File: src/rtl/pcs_10g_rx_sync_if.sv
`default_nettype none
// ============================================================================
// Module   : pcs_10g_rx_sync_if
// Brief    : Line-side input and half-block output bundle of the 10G RX gearbox.
// Revision : 1.0 - initial release
// ============================================================================
interface pcs_10g_rx_sync_if #(
    parameter int DATA_W = 32,
    parameter int HEAD_W = 2
);
    logic [DATA_W-1:0] data_i;
    logic              valid_o;
    logic              head_v_o;
    logic [HEAD_W-1:0] head_o;
    logic [DATA_W-1:0] data_o;
    logic              lock_o;
    logic              slip_o;

    modport master (
        output data_i,
        input  valid_o,
        input  head_v_o,
        input  head_o,
        input  data_o,
        input  lock_o,
        input  slip_o
    );

    modport slave (
        input  data_i,
        output valid_o,
        output head_v_o,
        output head_o,
        output data_o,
        output lock_o,
        output slip_o
    );
endinterface
`default_nettype wire

File: src/rtl/pcs_10g_rx_sync.sv
`default_nettype none
// ============================================================================
// Module   : pcs_10g_rx_sync
// Brief    : 10G PCS receive 64b/66b gearbox with bit-slip block-lock FSM.
// Revision : 1.0 - initial release
// ============================================================================
module pcs_10g_rx_sync #(
    parameter int DATA_W      = 32,
    parameter int HEAD_W      = 2,
    parameter int LOCK_CNT    = 64,
    parameter int INVALID_MAX = 16
) (
    input  wire logic        clk,
    input  wire logic        nreset,
    pcs_10g_rx_sync_if.slave bus
);
    localparam int         C_BUF_W       = 2 * DATA_W;
    // An odd slip count can leave 33 bits buffered, so the merge needs 65 bits.
    localparam int         C_WORK_W      = 2 * DATA_W + HEAD_W;
    localparam logic [6:0] C_HEAD_NEED   = 7'(DATA_W + HEAD_W);
    localparam logic [6:0] C_TAIL_NEED   = 7'(DATA_W);
    localparam logic [6:0] C_LOCK_CNT    = 7'(LOCK_CNT);
    localparam logic [4:0] C_INVALID_MAX = 5'(INVALID_MAX);

    localparam logic [0:0] C_PH_HEAD     = 1'b0;
    localparam logic [0:0] C_PH_TAIL     = 1'b1;
    localparam logic [0:0] C_ST_UNLOCKED = 1'b0;
    localparam logic [0:0] C_ST_LOCKED   = 1'b1;

    logic [C_BUF_W-1:0]  r_buf;
    logic [6:0]          r_cnt;
    logic [0:0]          r_phase;
    logic                r_valid;
    logic                r_head_v;
    logic [HEAD_W-1:0]   r_head;
    logic [DATA_W-1:0]   r_data;
    logic [0:0]          r_state;
    logic [6:0]          r_sh_cnt;
    logic [4:0]          r_inv_cnt;
    logic                r_slip;

    logic [C_WORK_W-1:0] w_work;
    logic [C_BUF_W-1:0]  w_buf_nxt;
    logic [6:0]          w_avail;
    logic [6:0]          w_need;
    logic                w_take;
    logic                w_hdr_ok;
    logic [6:0]          w_sh_inc;
    logic [4:0]          w_inv_inc;

    // Slip drops the oldest bit of the merged vector, so it also works on an empty buffer.
    always_comb begin
        w_work  = {{(C_WORK_W - C_BUF_W){1'b0}}, r_buf}
                | ({{(C_WORK_W - DATA_W){1'b0}}, bus.data_i} << r_cnt);
        w_avail = r_cnt + 7'(DATA_W);
        if (r_slip) begin
            w_work  = w_work >> 1;
            w_avail = w_avail - 7'd1;
        end
        w_need    = (r_phase == C_PH_HEAD) ? C_HEAD_NEED : C_TAIL_NEED;
        w_take    = (w_avail >= w_need);
        w_buf_nxt = w_take ? C_BUF_W'(w_work >> w_need) : C_BUF_W'(w_work);
    end

    always_ff @(posedge clk) begin
        if (!nreset) begin
            r_buf    <= '0;
            r_cnt    <= '0;
            r_phase  <= C_PH_HEAD;
            r_valid  <= 1'b0;
            r_head_v <= 1'b0;
            r_head   <= '0;
            r_data   <= '0;
        end else begin
            r_buf    <= w_buf_nxt;
            r_valid  <= w_take;
            r_head_v <= w_take && (r_phase == C_PH_HEAD);
            if (w_take) begin
                r_cnt   <= w_avail - w_need;
                r_phase <= ~r_phase;
                if (r_phase == C_PH_HEAD) begin
                    r_head <= w_work[0 +: HEAD_W];
                    r_data <= w_work[HEAD_W +: DATA_W];
                end else begin
                    r_data <= w_work[0 +: DATA_W];
                end
            end else begin
                r_cnt <= w_avail;
            end
        end
    end

    // Header tests run on the registered head half, one cycle after extraction.
    assign w_hdr_ok  = r_head[0] ^ r_head[1];
    assign w_sh_inc  = r_sh_cnt + 7'd1;
    assign w_inv_inc = r_inv_cnt + {4'd0, ~w_hdr_ok};

    always_ff @(posedge clk) begin
        if (!nreset) begin
            r_state   <= C_ST_UNLOCKED;
            r_sh_cnt  <= '0;
            r_inv_cnt <= '0;
            r_slip    <= 1'b0;
        end else begin
            r_slip <= 1'b0;
            if (r_head_v) begin
                case (r_state)
                    C_ST_UNLOCKED: begin
                        if (!w_hdr_ok) begin
                            r_slip    <= 1'b1;
                            r_sh_cnt  <= '0;
                            r_inv_cnt <= '0;
                        end else if (w_sh_inc == C_LOCK_CNT) begin
                            r_state   <= C_ST_LOCKED;
                            r_sh_cnt  <= '0;
                            r_inv_cnt <= '0;
                        end else begin
                            r_sh_cnt  <= w_sh_inc;
                        end
                    end
                    C_ST_LOCKED: begin
                        // Loss of lock takes priority over a window rollover on the same header.
                        if (w_inv_inc == C_INVALID_MAX) begin
                            r_state   <= C_ST_UNLOCKED;
                            r_slip    <= 1'b1;
                            r_sh_cnt  <= '0;
                            r_inv_cnt <= '0;
                        end else if (w_sh_inc == C_LOCK_CNT) begin
                            r_sh_cnt  <= '0;
                            r_inv_cnt <= '0;
                        end else begin
                            r_sh_cnt  <= w_sh_inc;
                            r_inv_cnt <= w_inv_inc;
                        end
                    end
                    default: begin
                        r_state <= C_ST_UNLOCKED;
                    end
                endcase
            end
        end
    end

    assign bus.valid_o  = r_valid;
    assign bus.head_v_o = r_head_v;
    assign bus.head_o   = r_head;
    assign bus.data_o   = r_data;
    assign bus.lock_o   = (r_state == C_ST_LOCKED);
    assign bus.slip_o   = r_slip;

endmodule
`default_nettype wire

File: src/flat_wrapper.sv
// flat-port wrapper written by rule: the top's interface ports become plain ports
module pcs_10g_rx_sync_flat 
#(
    parameter int DATA_W      = 32,
    parameter int HEAD_W      = 2,
    parameter int LOCK_CNT    = 64,
    parameter int INVALID_MAX = 16
)
  (clk, nreset, bus_data_i, bus_valid_o, bus_head_v_o, bus_head_o, bus_data_o, bus_lock_o, bus_slip_o);
  pcs_10g_rx_sync_if #(.DATA_W(DATA_W), .HEAD_W(HEAD_W)) bus_i ();
  input  wire logic clk;
  input  wire logic nreset;
  input wire logic [$bits(bus_i.data_i)-1:0] bus_data_i;
  output wire logic [$bits(bus_i.valid_o)-1:0] bus_valid_o;
  output wire logic [$bits(bus_i.head_v_o)-1:0] bus_head_v_o;
  output wire logic [$bits(bus_i.head_o)-1:0] bus_head_o;
  output wire logic [$bits(bus_i.data_o)-1:0] bus_data_o;
  output wire logic [$bits(bus_i.lock_o)-1:0] bus_lock_o;
  output wire logic [$bits(bus_i.slip_o)-1:0] bus_slip_o;
  assign bus_i.data_i = bus_data_i;
  assign bus_valid_o = bus_i.valid_o;
  assign bus_head_v_o = bus_i.head_v_o;
  assign bus_head_o = bus_i.head_o;
  assign bus_data_o = bus_i.data_o;
  assign bus_lock_o = bus_i.lock_o;
  assign bus_slip_o = bus_i.slip_o;
  pcs_10g_rx_sync #(.DATA_W(DATA_W), .HEAD_W(HEAD_W), .LOCK_CNT(LOCK_CNT), .INVALID_MAX(INVALID_MAX)) u_core (.clk(clk), .nreset(nreset), .bus(bus_i));
endmodule
File: config.mk
export PLATFORM = sky130hd
export DESIGN_NAME = pcs_10g_rx_sync_flat
export DESIGN_NICKNAME = d
export VERILOG_FILES = /design/src/rtl/pcs_10g_rx_sync_if.sv /design/src/rtl/pcs_10g_rx_sync.sv /design/src/flat_wrapper.sv
export SDC_FILE = /design/constraint.sdc
export NUM_CORES = 1
export LEC_CHECK = 0
export BUFFER_PORTS_ARGS = -buffer_cell sky130_fd_sc_hd__buf_2
export CAP_MARGIN = 10
export CELL_PAD_IN_SITES_DETAIL_PLACEMENT = 0
export CELL_PAD_IN_SITES_GLOBAL_PLACEMENT = 1
export CORE_ASPECT_RATIO = 1.1
export CORE_UTILIZATION = 40
export DETAILED_ROUTE_END_ITERATION = 16
export PLACE_DENSITY_LB_ADDON = 0.1
export SYNTH_ARGS = -nofsm -noshare
export SYNTH_HDL_FRONTEND = slang
export SYNTH_SLANG_ARGS = --single-unit
File: constraint.sdc
create_clock -name clk -period 4 [get_ports clk]
set_input_delay 0.8 -clock clk [delete_from_list [all_inputs] [get_ports clk]]
set_output_delay 0.8 -clock clk [all_outputs]
set_load 0.01 [all_outputs]
==> results of run 1 <==
-- path summary, 6_finish.rpt --
kind                                                          from  slack (ns)                            endpoint  cells past startpoint
worst max-delay path                    u_core.r_cnt[3]$_SDFF_PN0_        0.54  u_core.bus.data_o[31]$_SDFFE_PN0P_                      7
worst min-delay path            u_core.bus.data_o[16]$_SDFFE_PN0P_        0.45  u_core.bus.data_o[16]$_SDFFE_PN0P_                      2
worst max register to register          u_core.r_cnt[3]$_SDFF_PN0_        0.54  u_core.bus.data_o[31]$_SDFFE_PN0P_                      7
worst min register to register  u_core.bus.data_o[16]$_SDFFE_PN0P_        0.45  u_core.bus.data_o[16]$_SDFFE_PN0P_                      2
-- cells in the final DEF, fill, tap and decap left out, drive strengths merged, types with 8 or more instances in the layout --
master,netlist,layout
buf,33,129
dfxtp,122,122
nor2,100,100
nand2,84,84
a21oi,66,66
o21ai,52,52
mux2i,47,47
mux4,47,47
mux2,35,35
nand3,32,32
inv,16,23
o22ai,21,21
nor3,21,21
o221ai,21,21
a211oi,18,18
and2,17,17
clkbuf,57,17
a31oi,16,16
a22o,15,15
nand2b,14,14
a221oi,12,12
and3,11,11
o211ai,11,11
xnor2,10,10
o32ai,10,10
or3,9,9
a31o,9,9
nand3b,8,8
nor2b,8,8
a22oi,8,8
o22a,8,8
a211o,8,8
or2,8,8
clkinv,3,8
-- critical path, delay by kind of cell, from the launching register on --
kind               cells  cell delay, ns
AOI/OAI and AO/OA      4            0.99
DFF                    1            0.97
muxes                  3            1.35
-- flip-flops by register name, indices dropped and copies added (netlist names) --
| signal | cells |
|---|---|
| u_core.r_buf | 64 |
| u_core.bus.data_o | 32 |
| u_core.r_cnt | 7 |
| u_core.r_sh_cnt | 7 |
| u_core.r_inv_cnt | 5 |
| u_core.bus.head_o | 2 |
| u_core.bus.head_v_o | 1 |
| u_core.bus.lock_o | 1 |
| u_core.bus.slip_o | 1 |
| u_core.bus.valid_o | 1 |
| u_core.r_phase | 1 |
-- routing by layer --
| metal | global-route usage | up-vias |
|---|---|---|
| met5 | 0 | - |
| met2 | 0.4785 | 465 |
| met3 | 0.04802 | 100 |
| met4 | 0.1643 | 0 |
| met1 | 0.4345 | 4545 |
| li1 | - | 4274 |
-- area by class of cell --
cell class / count / area share
clock buffers: 17 / 0.04018
clock inverters: 15 / 0.01324
inverters: 19 / 0.006737
flip-flops and latches: 122 / 0.2315
multi-input cells: 835 / 0.5964
repair buffers: 129 / 0.07706
well taps: 295 / 0.03487
-- power by group through the flow --
stage / Combinational, mW / Clock [mW] / Sequential (mW)
6_report: 6.73 / 1.51 / 1.88
5_1_grt: 7.13 / 1.58 / 1.92
4_1_cts: 6.59 / 1.53 / 1.87
3_3_place_gp: 6.60 / 0 / 1.90
2_1_floorplan: 4.37 / 0 / 1.77
3_5_place_dp: 6.55 / 0 / 1.89
-- per-stage QoR --
stage | cell area [µm²] | power (mW) | hold WS [ns] | instances
finish | 10590 | 10.12 | 0.4508 | 1432
global route | 10590 | 10.63 | 0.4858 | 1432
CTS | 10590 | 9.993 | 0.4540 | 1432
detailed placement | 10020 | 8.447 | 0.4456 | 1400
global placement | 10020 | 8.499 | 0.4446 | 1400
floorplan | 9231 | 6.142 | 0.4356 | 1066
-- cells by family (layout without fill, tap and decap cells) --
logic type / count (synthesis) / after routing
simple gates: 333 / 333
mux: 129 / 129
compound gates: 354 / 354
fa+ha+maj: 6 / 6
flops: 122 / 122
xor+xnor: 13 / 13
buf+inv: 109 / 180
==> impl_metrics.env, run 1 <==
export IMPL_status="finished clean"
export IMPL_final_util=0.4727
export IMPL_n_antenna_cell=0
export IMPL_cpMostUsedCell="mux4_2"
export IMPL_synth_area_top_cells="dfxtp_1, mux4_2, mux2i_1, nor2_1, mux2_2"
export IMPL_critical_path_class="reg -> reg"
export IMPL_yosysSeqAreaShare=0.2646
export IMPL_vias_per_cell=6.553
export IMPL_syn_num_nets=1106
export IMPL_rsz0062_at_grt="false"
export IMPL_clock_latency_ns=0.43
export IMPL_wl_mm=36.85
export IMPL_met3RoutedLength_mm=2.655
export IMPL_nets=1164
export IMPL_vdd_drop_max_mv=0.4478
export IMPL_synth_compound_area_frac=0.2780
export IMPL_cts_tree="built"
export IMPL_cts_root_buffer="clkbuf_16"
export IMPL_route_detailed_drc=0
export IMPL_start_util=0.4122
export IMPL_pwr_share_comb=0.665
export IMPL_ys_types=85
export IMPL_worst_slack_ns=0.5404
export IMPL_synth_area_um2=9231
export IMPL_cp_slowest_cell="dfxtp_2"
export IMPL_met1Wirelength_mm=15.97
export IMPL_cap_violations=0
export IMPL_crit_arrival_ns=3.78
export IMPL_ant_nets=0
export IMPL_place_gp_congestion=0.9727
export IMPL_slowest_delay_ns=0.97
export IMPL_hpwl_mm=27.81
export IMPL_ioPinCount=72
export IMPL_synth_main_ff_cell="dfxtp_1"
export IMPL_swShare=0.5111
export IMPL_post_route_period_util=0.8649
export IMPL_worst_slew_pin_transition_ns=1.131
export IMPL_yosys_area_top_type="dfxtp_1"
export IMPL_wl_per_cell_um=25.73
export IMPL_grt_overflow=0
export IMPL_crit_chain="mux4_2, mux2_2, mux4_2, a221oi_2, o2bb2ai_1, o22ai_1, a31o_1"
export IMPL_cp_required_ns=4.32
export IMPL_hold_class="reg -> reg"
export IMPL_grt_start_max_net_pins=67
export IMPL_drv_slew=0
export IMPL_dr_total_vias=9384
export IMPL_dp_slack_ns=0.5339
export IMPL_antenna_found_initial=0
export IMPL_n_fill_cell=2251
export IMPL_cts_sinks=122
export IMPL_crit_path_start_kind="flip-flop"
export IMPL_synthXorXnorAreaFrac=0.01233
export IMPL_clk_pin_slew_ns=0.06
export IMPL_synth_cells=1066
export IMPL_synth_top_family_by_area="compound AO/OA/AOI/OAI gates"
export IMPL_first_iter_violations=999
export IMPL_fin_crit_ns=3.460
export IMPL_firstDrtPassIters=6
export IMPL_area_growth_syn_to_layout_pct=14.68
export IMPL_yosys_register_bits=122
export IMPL_synthTopCellsByCount="dfxtp_1, nor2_1, nand2_1, a21oi_1, clkbuf_1"
export IMPL_die_area_um2=23690
export IMPL_clk_path_buf_depth=2
export IMPL_final_seq_area_um2=2451
export IMPL_synth_area_mux_share=0.2104
export IMPL_synthArstFlopShare=0
export IMPL_p_leak_nw=4.080
export IMPL_slew_headroom=0.2429
export IMPL_pwr_share_clk=0.149
export IMPL_synth_edff_count=0
export IMPL_setup_viol=0
export IMPL_yosysWarningCount=0
export IMPL_ctsHoldBuffers=0
export IMPL_h_tree_depth=4
export IMPL_final_hold_violation_count=0
export IMPL_p_switching_mw=5.172
export IMPL_route_met2_wl_mm=16.43
export IMPL_max_freq_mhz=289.1
export IMPL_yosys_area_share_simple=0.1742
export IMPL_synth_top_area_frac=0.2646
export IMPL_fp_dieW_um=146.8
export IMPL_post_cts_resized=0
export IMPL_synth_fa_ha_area_frac=0.008132
export IMPL_cts_setup_buffers=0
export IMPL_die_height_um=161.3
export IMPL_layout_drive_gt1_share=0.2366
export IMPL_fin_setup_tns_ns=0
export IMPL_grt_pass1_wl_mm=56.28
export IMPL_coreArea_um2=22390
export IMPL_top_layer_used="met4"
export IMPL_port_buffers=71
export IMPL_powerDensity_nw_per_um2=955.8
export IMPL_grt_pass1_vias=8846
export IMPL_row_count=57
export IMPL_multi_input_area_um2=6314
export IMPL_cp_end_kind="flip-flop"
export IMPL_cts_buffers_inserted=17
export IMPL_synth_most_common_cell="dfxtp_1"
export IMPL_skew_ns=0.01213
export IMPL_cp_max_fo=44
export IMPL_grt_use_total=0.3161
export IMPL_p_seq_frac=0.186
export IMPL_intPower_mw=4.947
export IMPL_syn_avg_cell_area_um2=8.660
(Power assumes the default switching activity.)
==> run 2: changes to the inputs <==
--- a/config.mk
+++ b/config.mk
@@ -5,14 +5,14 @@
 export SDC_FILE = /design/constraint.sdc
 export NUM_CORES = 1
 export LEC_CHECK = 0
-export BUFFER_PORTS_ARGS = -buffer_cell sky130_fd_sc_hd__buf_2
+export BUFFER_PORTS_ARGS = -buffer_cell sky130_fd_sc_hd__buf_4
 export CAP_MARGIN = 10
 export CELL_PAD_IN_SITES_DETAIL_PLACEMENT = 0
 export CELL_PAD_IN_SITES_GLOBAL_PLACEMENT = 1
 export CORE_ASPECT_RATIO = 1.1
 export CORE_UTILIZATION = 40
 export DETAILED_ROUTE_END_ITERATION = 16
-export PLACE_DENSITY_LB_ADDON = 0.1
+export PLACE_DENSITY = 0.69
 export SYNTH_ARGS = -nofsm -noshare
 export SYNTH_HDL_FRONTEND = slang
 export SYNTH_SLANG_ARGS = --single-unit
==> constraint.sdc (replaced) <==
create_clock -name clk -period 4 [get_ports clk]
set_input_delay 0.2 -clock clk [delete_from_list [all_inputs] [get_ports clk]]
set_output_delay 0.2 -clock clk [all_outputs]
set_load 0.01 [all_outputs]
==> impl_metrics.env, run 2 (synthesis results as in run 1) <==
export IMPL_wl_mm=37.89
export IMPL_port_buffers=71
export IMPL_largest_reg_flops=64
export IMPL_wl_per_cell_um=26.72
export IMPL_cp_required_ns=4.25
export IMPL_hpwl_mm=28.17
export IMPL_use_met2=0.4920
export IMPL_dp_slack_ns=0.5847
export IMPL_ant_nets=0
export IMPL_ctsHoldBuffers=0
export IMPL_grt_overflow=0
export IMPL_cp_max_fo=34
export IMPL_route_detailed_drc=0
export IMPL_busiest_layer="met2"
export IMPL_vias_per_cell=6.746
export IMPL_final_common_cell="dfxtp_1"
export IMPL_n_antenna_cell=0
export IMPL_die_height_um=161.3
export IMPL_setup_viol=0
export IMPL_powerDensity_nw_per_um2=950.2
export IMPL_slew_headroom=0.2635
export IMPL_grt_start_max_net_pins=72
export IMPL_nets=1150
export IMPL_rsz0062_at_grt="false"
export IMPL_crit_arrival_ns=3.74
export IMPL_max_freq_mhz=287.1
export IMPL_post_route_period_util=0.8707
export IMPL_fin_setup_tns_ns=0
export IMPL_dr_total_vias=9566
export IMPL_met1_usage=0.4364
export IMPL_final_hold_violation_count=0
export IMPL_cts_root_buffer="clkbuf_16"
export IMPL_status="finished clean"
export IMPL_ioPinCount=72
export IMPL_vdd_drop_max_mv=0.4188
export IMPL_cts_setup_buffers=0
export IMPL_fp_dieW_um=146.8
export IMPL_startpoint="u_core.r_cnt[1]$_SDFF_PN0_"
export IMPL_clk_pin_slew_ns=0.06
export IMPL_slowest_delay_ns=0.64
export IMPL_crit_path_start_kind="flip-flop"
export IMPL_met3_usage=0.05056
export IMPL_coreArea_um2=22390
export IMPL_skew_ns=0.009493
export IMPL_critical_path_class="reg -> reg"
export IMPL_cts_sinks=122
export IMPL_cp_slowest_cell="mux4_2"
export IMPL_area_growth_syn_to_layout_pct=15.53
export IMPL_h_tree_depth=4
export IMPL_start_util=0.4122
export IMPL_cap_violations=0
export IMPL_p_leak_nw=4.054
export IMPL_top_register="u_core.r_buf"
export IMPL_place_gp_congestion=0.9908
export IMPL_first_iter_violations=1082
export IMPL_final_util=0.4763
export IMPL_fin_crit_ns=3.483
export IMPL_clk_path_buf_depth=2
export IMPL_crit_chain="buf_4, mux4_2, a211o_1, a21boi_0, nor4_1, or3_1, o21ai_1, a221oi_1"
export IMPL_min_from="nreset"
export IMPL_antenna_found_initial=0
export IMPL_finish_instance_area_um2=10670
export IMPL_cp_end_kind="flip-flop"
export IMPL_grt_pass1_wl_mm=57.57
export IMPL_die_area_um2=23690
export IMPL_worst_slack_ns=0.5173
export IMPL_layout_drive_gt1_share=0.2244
export IMPL_cts_tree="built"
export IMPL_post_cts_resized=0
export IMPL_firstDrtPassIters=5
export IMPL_grt_use_total=0.3207
export IMPL_worst_slew_pin_transition_ns=1.096
export IMPL_hold_worst_slack_ns=0.1555
export IMPL_mostFrequentLayoutCells="dfxtp_1, buf_4, nor2_1, nand2_1, a21oi_1"
export IMPL_cts_buffers_inserted=17
export IMPL_hold_class="in -> reg"
export IMPL_clock_latency_ns=0.42
export IMPL_row_count=57
export IMPL_grt_pass1_vias=9087
export IMPL_drv_slew=0
export IMPL_placed_cell_area_um2=10080
export IMPL_r2r_start="u_core.r_cnt[1]$_SDFF_PN0_"
## run 2: changes by cell type in the layout (fill, tap and decap cells not counted), sizes merged
| cell | change |
|---|---|
| buf | -14 |
| clkbuf | +7 |
| inv | -6 |
| bufinv | +1 |
| clkinv | -1 |
| clkinvlp | -1 |
## run 2: stage by stage
stage	power (mW)	instances
finish	10.13	1418
global route	10.63	1418
CTS	9.974	1418
detailed placement	8.392	1386
global placement	8.442	1386
floorplan	6.142	1066
## run 2: worst paths after layout
| path | end | slack, ns | cells past startpoint |
|---|---|---|---|
| setup reg to reg | u_core.r_buf[2]$_SDFF_PN0_ | 0.52 | 8 |
| hold / removal | u_core.r_sh_cnt[6]$_SDFFE_PN0P_ | 0.16 | 2 |
| hold reg to reg | u_core.bus.data_o[16]$_SDFFE_PN0P_ | 0.46 | 2 |
| setup / recovery | u_core.r_buf[2]$_SDFF_PN0_ | 0.52 | 8 |
## run 2: layer usage
metal | vias up | part of all wire
li1 | 4239 | -
met1 | 4625 | 0.43
met2 | 585 | 0.44
met5 | - | 0
met3 | 117 | 0.085
met4 | 0 | 0.047
## run 2: layout make-up
type	instances	area, µm²
Inverter	19	71.32
Timing Repair Buffer	115	875.8
Clock buffer	24	491.7
Fill cell	2300	11730
Multi-Input combinational cell	835	6314
Sequential cell	122	2451
Clock inverter	8	92.59
Tap cell	295	369.1
## run 2: power breakdown
group          internal, mW  switching, mW  leakage, nW
registers              1.57          0.223         1.00
clock network         0.977          0.552        0.290
logic                  2.49           4.32         2.76
## run 2: worst max-delay path, delay by kind of cell (launching register included)
| kind | cells | cell delay, ns |
|---|---|---|
| compound gates | 4 | 1.34 |
| simple gates | 2 | 0.60 |
| mux | 1 | 0.64 |
| buf+inv | 1 | 0.37 |
| flops | 1 | 0.33 |
